$ cat config.mk
export PLATFORM = sky130hd
export DESIGN_NAME = serial_adder
export DESIGN_NICKNAME = d
export VERILOG_FILES = /design/src/rtl/serial_adder_pkg.sv /design/src/rtl/serial_adder_full_adder.sv /design/src/rtl/serial_adder.sv
export SDC_FILE = /design/constraint.sdc
export NUM_CORES = 1
export LEC_CHECK = 0
export BUFFER_PORTS_ARGS = -buffer_cell sky130_fd_sc_hd__buf_2
export CORE_MARGIN = 2
export CORE_UTILIZATION = 52
export CTS_CLUSTER_DIAMETER = 50
export DETAILED_ROUTE_END_ITERATION = 10
export PLACE_DENSITY = 0.77
export SETUP_SLACK_MARGIN = 0.5
export SYNTH_ARGS = -nofsm -noshare
export SYNTH_HDL_FRONTEND = slang
export SYNTH_SLANG_ARGS = --single-unit
$ cat constraint.sdc
create_clock -name clk -period 1.5 [get_ports clk]
set_input_delay 0.075 -clock clk [delete_from_list [all_inputs] [get_ports clk]]
set_output_delay 0.075 -clock clk [all_outputs]
set_load 0.02 [all_outputs]
$ cat src/rtl/serial_adder_pkg.sv
// serial_adder_pkg -- shared types and helpers for the bit-serial adder.
//   state_e : FSM state encoding (IDLE, RUN, DONE), 2 bits.
//   CNT_W   : width of the bit-step counter for a given operand width.
package serial_adder_pkg;

  typedef enum logic [1:0] {
    IDLE = 2'd0,
    RUN  = 2'd1,
    DONE = 2'd2
  } state_e;

  // Counter must be able to hold values 0..WIDTH.
  function automatic int CNT_W(input int width);
    return $clog2(width + 1);
  endfunction

endpackage : serial_adder_pkg

$ cat src/rtl/serial_adder_full_adder.sv
// full_adder -- one-bit full adder built from two half adders and an OR.
// Ports:
//   a, b, cin : input bits
//   sum, cout : sum bit and carry-out
// half_adder is the building block used twice inside full_adder.
module half_adder (
  input  logic a,
  input  logic b,
  output logic s,
  output logic c
);
  assign s = a ^ b;
  assign c = a & b;
endmodule : half_adder

module full_adder
  import serial_adder_pkg::*;
(
  input  logic a,
  input  logic b,
  input  logic cin,
  output logic sum,
  output logic cout
);
  logic s0_s;
  logic c0_s;
  logic c1_s;

  half_adder u_ha0 (.a(a),    .b(b),   .s(s0_s), .c(c0_s));
  half_adder u_ha1 (.a(s0_s), .b(cin), .s(sum),  .c(c1_s));

  assign cout = c0_s | c1_s;
endmodule : full_adder

$ cat src/rtl/serial_adder.sv
// serial_adder -- bit-serial adder: {carry,sum} = a + b + cin, one bit per
// clock, LSB first, using a single full_adder cell.
// Optional subtract mode: define SERIAL_ADDER_SUB_EN to add the 'sub' port
// (sub=1 computes a - b; carry=1 means no borrow).
// Ports:
//   clk   : rising-edge clock
//   reset : synchronous active-high reset
//   start : request, honoured only in IDLE or DONE
//   a, b  : WIDTH-bit operands, captured on an accepted start
//   cin   : carry-in, captured on an accepted start
//   sub   : subtract select (SERIAL_ADDER_SUB_EN only)
//   busy  : high while the bit steps are running
//   done  : one-cycle pulse when sum/carry become valid
//   sum   : WIDTH-bit result, held until next accepted start or reset
//   carry : final carry-out, held with sum
module serial_adder
  import serial_adder_pkg::*;
#(
  parameter int WIDTH = 8
) (
  input  logic             clk,
  input  logic             reset,
  input  logic             start,
  input  logic [WIDTH-1:0] a,
  input  logic [WIDTH-1:0] b,
  input  logic             cin,
`ifdef SERIAL_ADDER_SUB_EN
  input  logic             sub,
`endif
  output logic             busy,
  output logic             done,
  output logic [WIDTH-1:0] sum,
  output logic             carry
);

  localparam int CW = CNT_W(WIDTH);

  state_e           state_q;
  logic [WIDTH-1:0] a_sh_q;
  logic [WIDTH-1:0] b_sh_q;
  logic [WIDTH-1:0] sum_q;
  logic             cflop_q;   // running carry between bit steps
  logic             carry_q;   // carry-out as presented on the port
  logic [CW-1:0]    cnt_q;
  logic             busy_q;
  logic             done_q;

  logic             fa_sum_s;
  logic             fa_cout_s;
  logic [WIDTH-1:0] sum_d;
  logic [WIDTH-1:0] b_load_d;
  logic             cin_load_d;

  full_adder u_fa (
    .a    (a_sh_q[0]),
    .b    (b_sh_q[0]),
    .cin  (cflop_q),
    .sum  (fa_sum_s),
    .cout (fa_cout_s)
  );

  // Next sum register: shift right, new bit enters at the MSB.
  always_comb begin
    sum_d            = sum_q >> 1;
    sum_d[WIDTH-1]   = fa_sum_s;
  end

  // Operand-B and carry values captured on an accepted start.
  always_comb begin
`ifdef SERIAL_ADDER_SUB_EN
    // Subtraction as a + ~b + 1; cin is ignored in that mode.
    if (sub) begin
      b_load_d   = ~b;
      cin_load_d = 1'b1;
    end else begin
      b_load_d   = b;
      cin_load_d = cin;
    end
`else
    b_load_d   = b;
    cin_load_d = cin;
`endif
  end

  // FSM, datapath registers and registered outputs.
  always_ff @(posedge clk) begin
    if (reset) begin
      state_q <= IDLE;
      a_sh_q  <= '0;
      b_sh_q  <= '0;
      sum_q   <= '0;
      cflop_q <= 1'b0;
      carry_q <= 1'b0;
      cnt_q   <= '0;
      busy_q  <= 1'b0;
      done_q  <= 1'b0;
    end else begin
      done_q <= 1'b0;
      case (state_q)
        IDLE, DONE: begin
          if (start) begin
            a_sh_q  <= a;
            b_sh_q  <= b_load_d;
            cflop_q <= cin_load_d;
            sum_q   <= '0;
            carry_q <= 1'b0;
            cnt_q   <= '0;
            busy_q  <= 1'b1;
            state_q <= RUN;
          end else begin
            busy_q  <= 1'b0;
            state_q <= IDLE;
          end
        end
        RUN: begin
          // start is deliberately ignored here.
          a_sh_q  <= a_sh_q >> 1;
          b_sh_q  <= b_sh_q >> 1;
          sum_q   <= sum_d;
          cflop_q <= fa_cout_s;
          cnt_q   <= cnt_q + CW'(1);
          if (cnt_q == CW'(WIDTH - 1)) begin
            carry_q <= fa_cout_s;
            busy_q  <= 1'b0;
            done_q  <= 1'b1;
            state_q <= DONE;
          end else begin
            busy_q  <= 1'b1;
            state_q <= RUN;
          end
        end
        default: begin
          busy_q  <= 1'b0;
          state_q <= IDLE;
        end
      endcase
    end
  end

  assign busy  = busy_q;
  assign done  = done_q;
  assign sum   = sum_q;
  assign carry = carry_q;

endmodule : serial_adder
==> results of run 1 <==
[kinds of logic after synthesis]
group           count (synthesis)
buf+inv                        18
compound gates                 46
fa+ha+maj                       2
mux                             2
simple gates                   54
flops                          33
[synthesized netlist by cell type]
cell type	n	area share [%]
a22oi_1	14	7.7
a21oi_1	28	10
buf_4	6	3.3
nor2_1	2	0.55
clkbuf_1	4	1.1
nor2b_1	1	0.46
nor3_1	2	0.74
mux2_1	2	1.7
nand2b_1	4	1.8
a21o_1	1	0.55
dfxtp_1	33	49
a31oi_1	2	0.92
nand3_1	28	10
or3_1	1	0.46
nand4_1	1	0.46
ha_1	1	0.92
and2b_1	1	0.55
nor3b_1	1	0.55
a211oi_1	1	0.55
inv_1	3	0.83
nand2_1	12	3.3
buf_6	1	0.83
buf_2	4	1.5
nand3b_1	1	0.55
fa_1	1	1.5
[stage by stage]
| step | cells | utilization [%] | hold slack [ps] |
|---|---|---|---|
| after detailed placement | 207 | 65.5 | 326 |
| after global placement | 207 | 65.5 | 317 |
| after CTS | 242 | 89.5 | 11.7 |
| after floorplan | 155 | - | 211 |
[timing repair]
action | 4_1_cts
endpoints found under the hold margin | 3
endpoints found under the setup margin | 33
setup buffers | 17
gates resized for setup | 45
pin swaps | 28
hold buffers | 3
cloned | 7
==> summary.txt, run 1 <==
Logic synthesis
  • Synthesized Nets: 177
  • #FFs+latches synth: 33
  • Cell area after synthesis: 1360 µm²
  • Post-Syn Instances: 155
  • XOR/XNOR Fraction of Synth Area: 0%
  • Seq/Total Area, Yosys: 48.6%
  • Mean post-synth cell area: 8.77 µm²
  • Post-synthesis simple-gate area fraction: 19.8%
  • Mux cell area share after synthesis: 1.66%
  • Post-synthesis cell type count: 25
  • Main combinational cell family by area after synthesis: compound AO/OA/AOI/OAI gates
  • Compound-cell area share of the yosys netlist: 20.1%
  • Synth warn: 0
  • Adder-cell area share of the yosys netlist: 2.39%

Placement
  • Final HPWL DP: 2110 µm
  • Routability cong.: 0.766
  • Pre-CTS setup slack: 134 ps
  • Placement Cell Area: 1620 µm²
  • # port buffers: 30

Timing
  • GRT worst endpoint: carry$_SDFFE_PP0P_/D
  • Worst EP kind: register input

Outcome
  • Failing step: global routing (5_1_grt)
  • Error: [ERROR DPL-0038] Utilization greater than 100%, impossible to legalize
  • Status: aborted with a tool error

Die
  • Chip Height: 55.1 µm
  • Chip width: 55.1 µm
  • Ports: 31
  • Initial Utilization: 54.9%
  • Num rows: 18

Clocking
  • H-tree depth: 2
  • Max Buffers Root-to-Sink: 2
  • Clock buffers created by TritonCTS: 5
  • Clock root buffer: clkbuf_4
  • TritonCTS Sinks: 33

Global route
  • Largest net degree at the start of global routing: 20
==> inputs of run 2 (changes only) <==
--- a/config.mk
+++ b/config.mk
@@ -6,12 +6,10 @@
 export NUM_CORES = 1
 export LEC_CHECK = 0
 export BUFFER_PORTS_ARGS = -buffer_cell sky130_fd_sc_hd__buf_2
-export CORE_MARGIN = 2
-export CORE_UTILIZATION = 52
-export CTS_CLUSTER_DIAMETER = 50
+export CORE_AREA = 2 2 63 65
 export DETAILED_ROUTE_END_ITERATION = 10
-export PLACE_DENSITY = 0.77
-export SETUP_SLACK_MARGIN = 0.5
+export DIE_AREA = 0 0 65 67
+export PLACE_DENSITY_LB_ADDON = 0.15
 export SYNTH_ARGS = -nofsm -noshare
 export SYNTH_HDL_FRONTEND = slang
 export SYNTH_SLANG_ARGS = --single-unit
==> run 2 against run 1 <==
The flow now finishes without violations. Area after synthesis stayed put. Synthesized cell count is the same.
==> summary.txt, run 2 <==
Placement
  • Routability cong.: 0.739
  • Placement Cell Area: 1550 µm²
  • Final HPWL DP: 2070 µm
  • # port buffers: 30

Logic synthesis
  • EDFF count, synth: 0
  • Synthesized Nets: 177
  • Post-Syn Instances: 155
  • Top cell type's share of synthesized area: 48.6%
  • Synth async-reset ratio: 0%
  • Cell area after synthesis: 1360 µm²
  • Top_reg_cell synth: dfxtp_1
  • Mean post-synth cell area: 8.77 µm²
  • Top-count cell post-synth: dfxtp_1
  • Synth warn: 0
  • Dominant cells by area after synthesis: dfxtp_1, a21oi_1, nand3_1
  • Top post-synthesis cells by count: dfxtp_1, a21oi_1, nand3_1, a22oi_1, nand2_1
  • Seq/Total Area, Yosys: 48.6%
  • Post-synthesis cell type count: 25
  • Yosys top cell by area: dfxtp_1
  • #FFs+latches synth: 33

Die
  • Chip Height: 67 µm
  • Die ar.: 4360 µm²
  • Chip width: 65 µm
  • Ports: 31
  • Num rows: 22
  • Core Region: 3610 µm²
  • Initial Utilization: 37.7%

Outcome
  • Status: completed

Route
  • Final WL: 3050 µm
  • DR iter-0 viols: 67
  • DRT antenna net count: 0
  • Vias per Instance: 5.21
  • DRC: 0
  • Drt first pass iters: 4
  • Via Count: 1,218
  • Wire length per cell: 13.0 µm

Clocking
  • CTS tree: built
  • Reg clk slew, reported paths: 70 ps
  • Post-CTS Setup Bufs: 0
  • Max Buffers Root-to-Sink: 2
  • Skew-Pair Late Insertion Delay: 280 ps
  • Post-CTS sizing: 0
  • Clock root buffer: clkbuf_8
  • Clock buffers created by TritonCTS: 5
  • Hold-fix buffers, CTS: 0
  • TritonCTS Sinks: 33
  • H-tree depth: 2

Job
  • Max cap viols: 0

Worst setup path
  • Critical-path cell list: inv_1, fa_1, or3_1, a31oi_1
  • Cell at the slowest stage of the critical path: fa_1
  • Largest fanout on the critical path: 2
  • Crit path required time: 1710 ps
  • Crit path kind: register to register
  • Register-to-Register Path Depth: 4
  • Critical path arrival: 1610 ps
  • CP peak stage delay: 430 ps
  • Crit end category: register
  • Nature of the critical path startpoint: register

Timing
  • Setup TNS: 0 ps
  • Final setup viols: 0
  • Min cycle time layout: 1410 ps
  • Worst Tran Pin Value: 457 ps
  • Final period util: 93.7%
  • Fin. Hold Viols: 0
  • Slew Limit Headroom: 69.6%
  • Pins Over Slew Limit: 0
  • RSZ-0062 raised after global routing: no
  • Clock skew: 5.27 ps
  • Max Clk Rate: 0.711 GHz

Global route
  • Met3 Track Usage GR: 4.90%
  • Gr busiest metal: met2
  • Vias in the first global route: 1,193
  • First-pass GRT wire length: 5290 µm
  • M2 GR Usage: 28.7%
  • GR met1 Demand/Resource: 17.9%
  • Total track usage: 15.9%
  • Largest net degree at the start of global routing: 29
  • Grt total ovfl: 0
  • Antenna violations before repair: 0

Hold path
  • Hold WC Path Type: primary input to register
  • Hold Path Depth: 3

Cells and area
  • Diode count: 0
  • Area delta synth->final: 19.7%
  • Most frequent cells in the layout: dfxtp_1, buf_2, nand3_1, a21oi_1, a22oi_1
  • Fraction of layout cells with a size suffix above 1: 24.7%
  • Most common cell after layout, fill and taps aside: dfxtp_1
  • Register area: 661 µm²
  • Final #Nets: 209
  • Multi-input gate area: 597 µm²
  • Fillers: 360
  • Design area: 1630 µm²

Pwr
  • Power Density: 1090 nW/µm²
  • Peak VDD IR: 508 µV
  • Leak Pwr: 0.643 nW
[run 2: cell counts after synthesis]
No cell type changed its count.
[run 2: cell type report]
class | count | share of cell area (%)
multi-input combinational | 104 | 36.7
clock buffer | 5 | 4.23
timing repair buffer | 40 | 13.8
sequential | 33 | 40.6
inverter | 3 | 0.692
tap | 48 | 3.69
clock inverter | 1 | 0.307
[run 2: metal layers]
layer	share of wire (%)	vias to the layer above	routed length, µm
met2	48	38	1460
met1	45	565	1380
met5	0	-	0
li1	-	612	-
met4	0.62	0	19
met3	6.0	3	184
[run 2: cell families after synthesis]
group / synth area share, %
multiplexers: 1.66
adder cells (fa/ha/maj): 2.39
buffers and inverters: 7.54
AO/OA/AOI/OAI: 20.1
flip-flops: 48.6
AND/OR/NAND/NOR: 19.8
[run 2: through the flow]
stage                     worst slack (ps)  total power, W  util (%)  cells  hold slack, ps
final                                 94.4         0.00177      45.1    234            31.7
after global routing                  9.70         0.00187      45.1    234            30.3
after CTS                             88.3         0.00180      45.1    234            25.4
after detailed placement              94.9         0.00119      43.1    228             324
after global placement                 132         0.00118      43.1    228             319
after floorplan                        149         0.00112         -    155             211
[run 2: power breakdown]
group	switching, W	leakage (nW)	internal (W)
logic	0.000136	0.334	0.0000938
registers	0.0000221	0.269	0.000917
clock network	0.000298	0.0399	0.000305
total	0.000456	0.643	0.00132
[run 2: path summary, 6_finish.rpt]
| path | startpoint | to | slack [ps] |
|---|---|---|---|
| setup / recovery | cflop_q | carry | 90 |
| hold / removal | b[7] | b_sh_q[7] | 30 |
| setup reg to reg | cflop_q | carry | 90 |
| hold reg to reg | a_sh_q[2] | a_sh_q[2] | 470 |
[run 2: critical path: cells and delay by family, from the launching register on]
kind / cells / cell delay, ps
AOI/OAI and AO/OA: 1 / 160
adders and majority gates: 1 / 430
buffers and inverters: 1 / 60
DFF: 1 / 320
and+or+nand+nor: 1 / 370
Note: power is estimated with default switching activity, not from simulation.
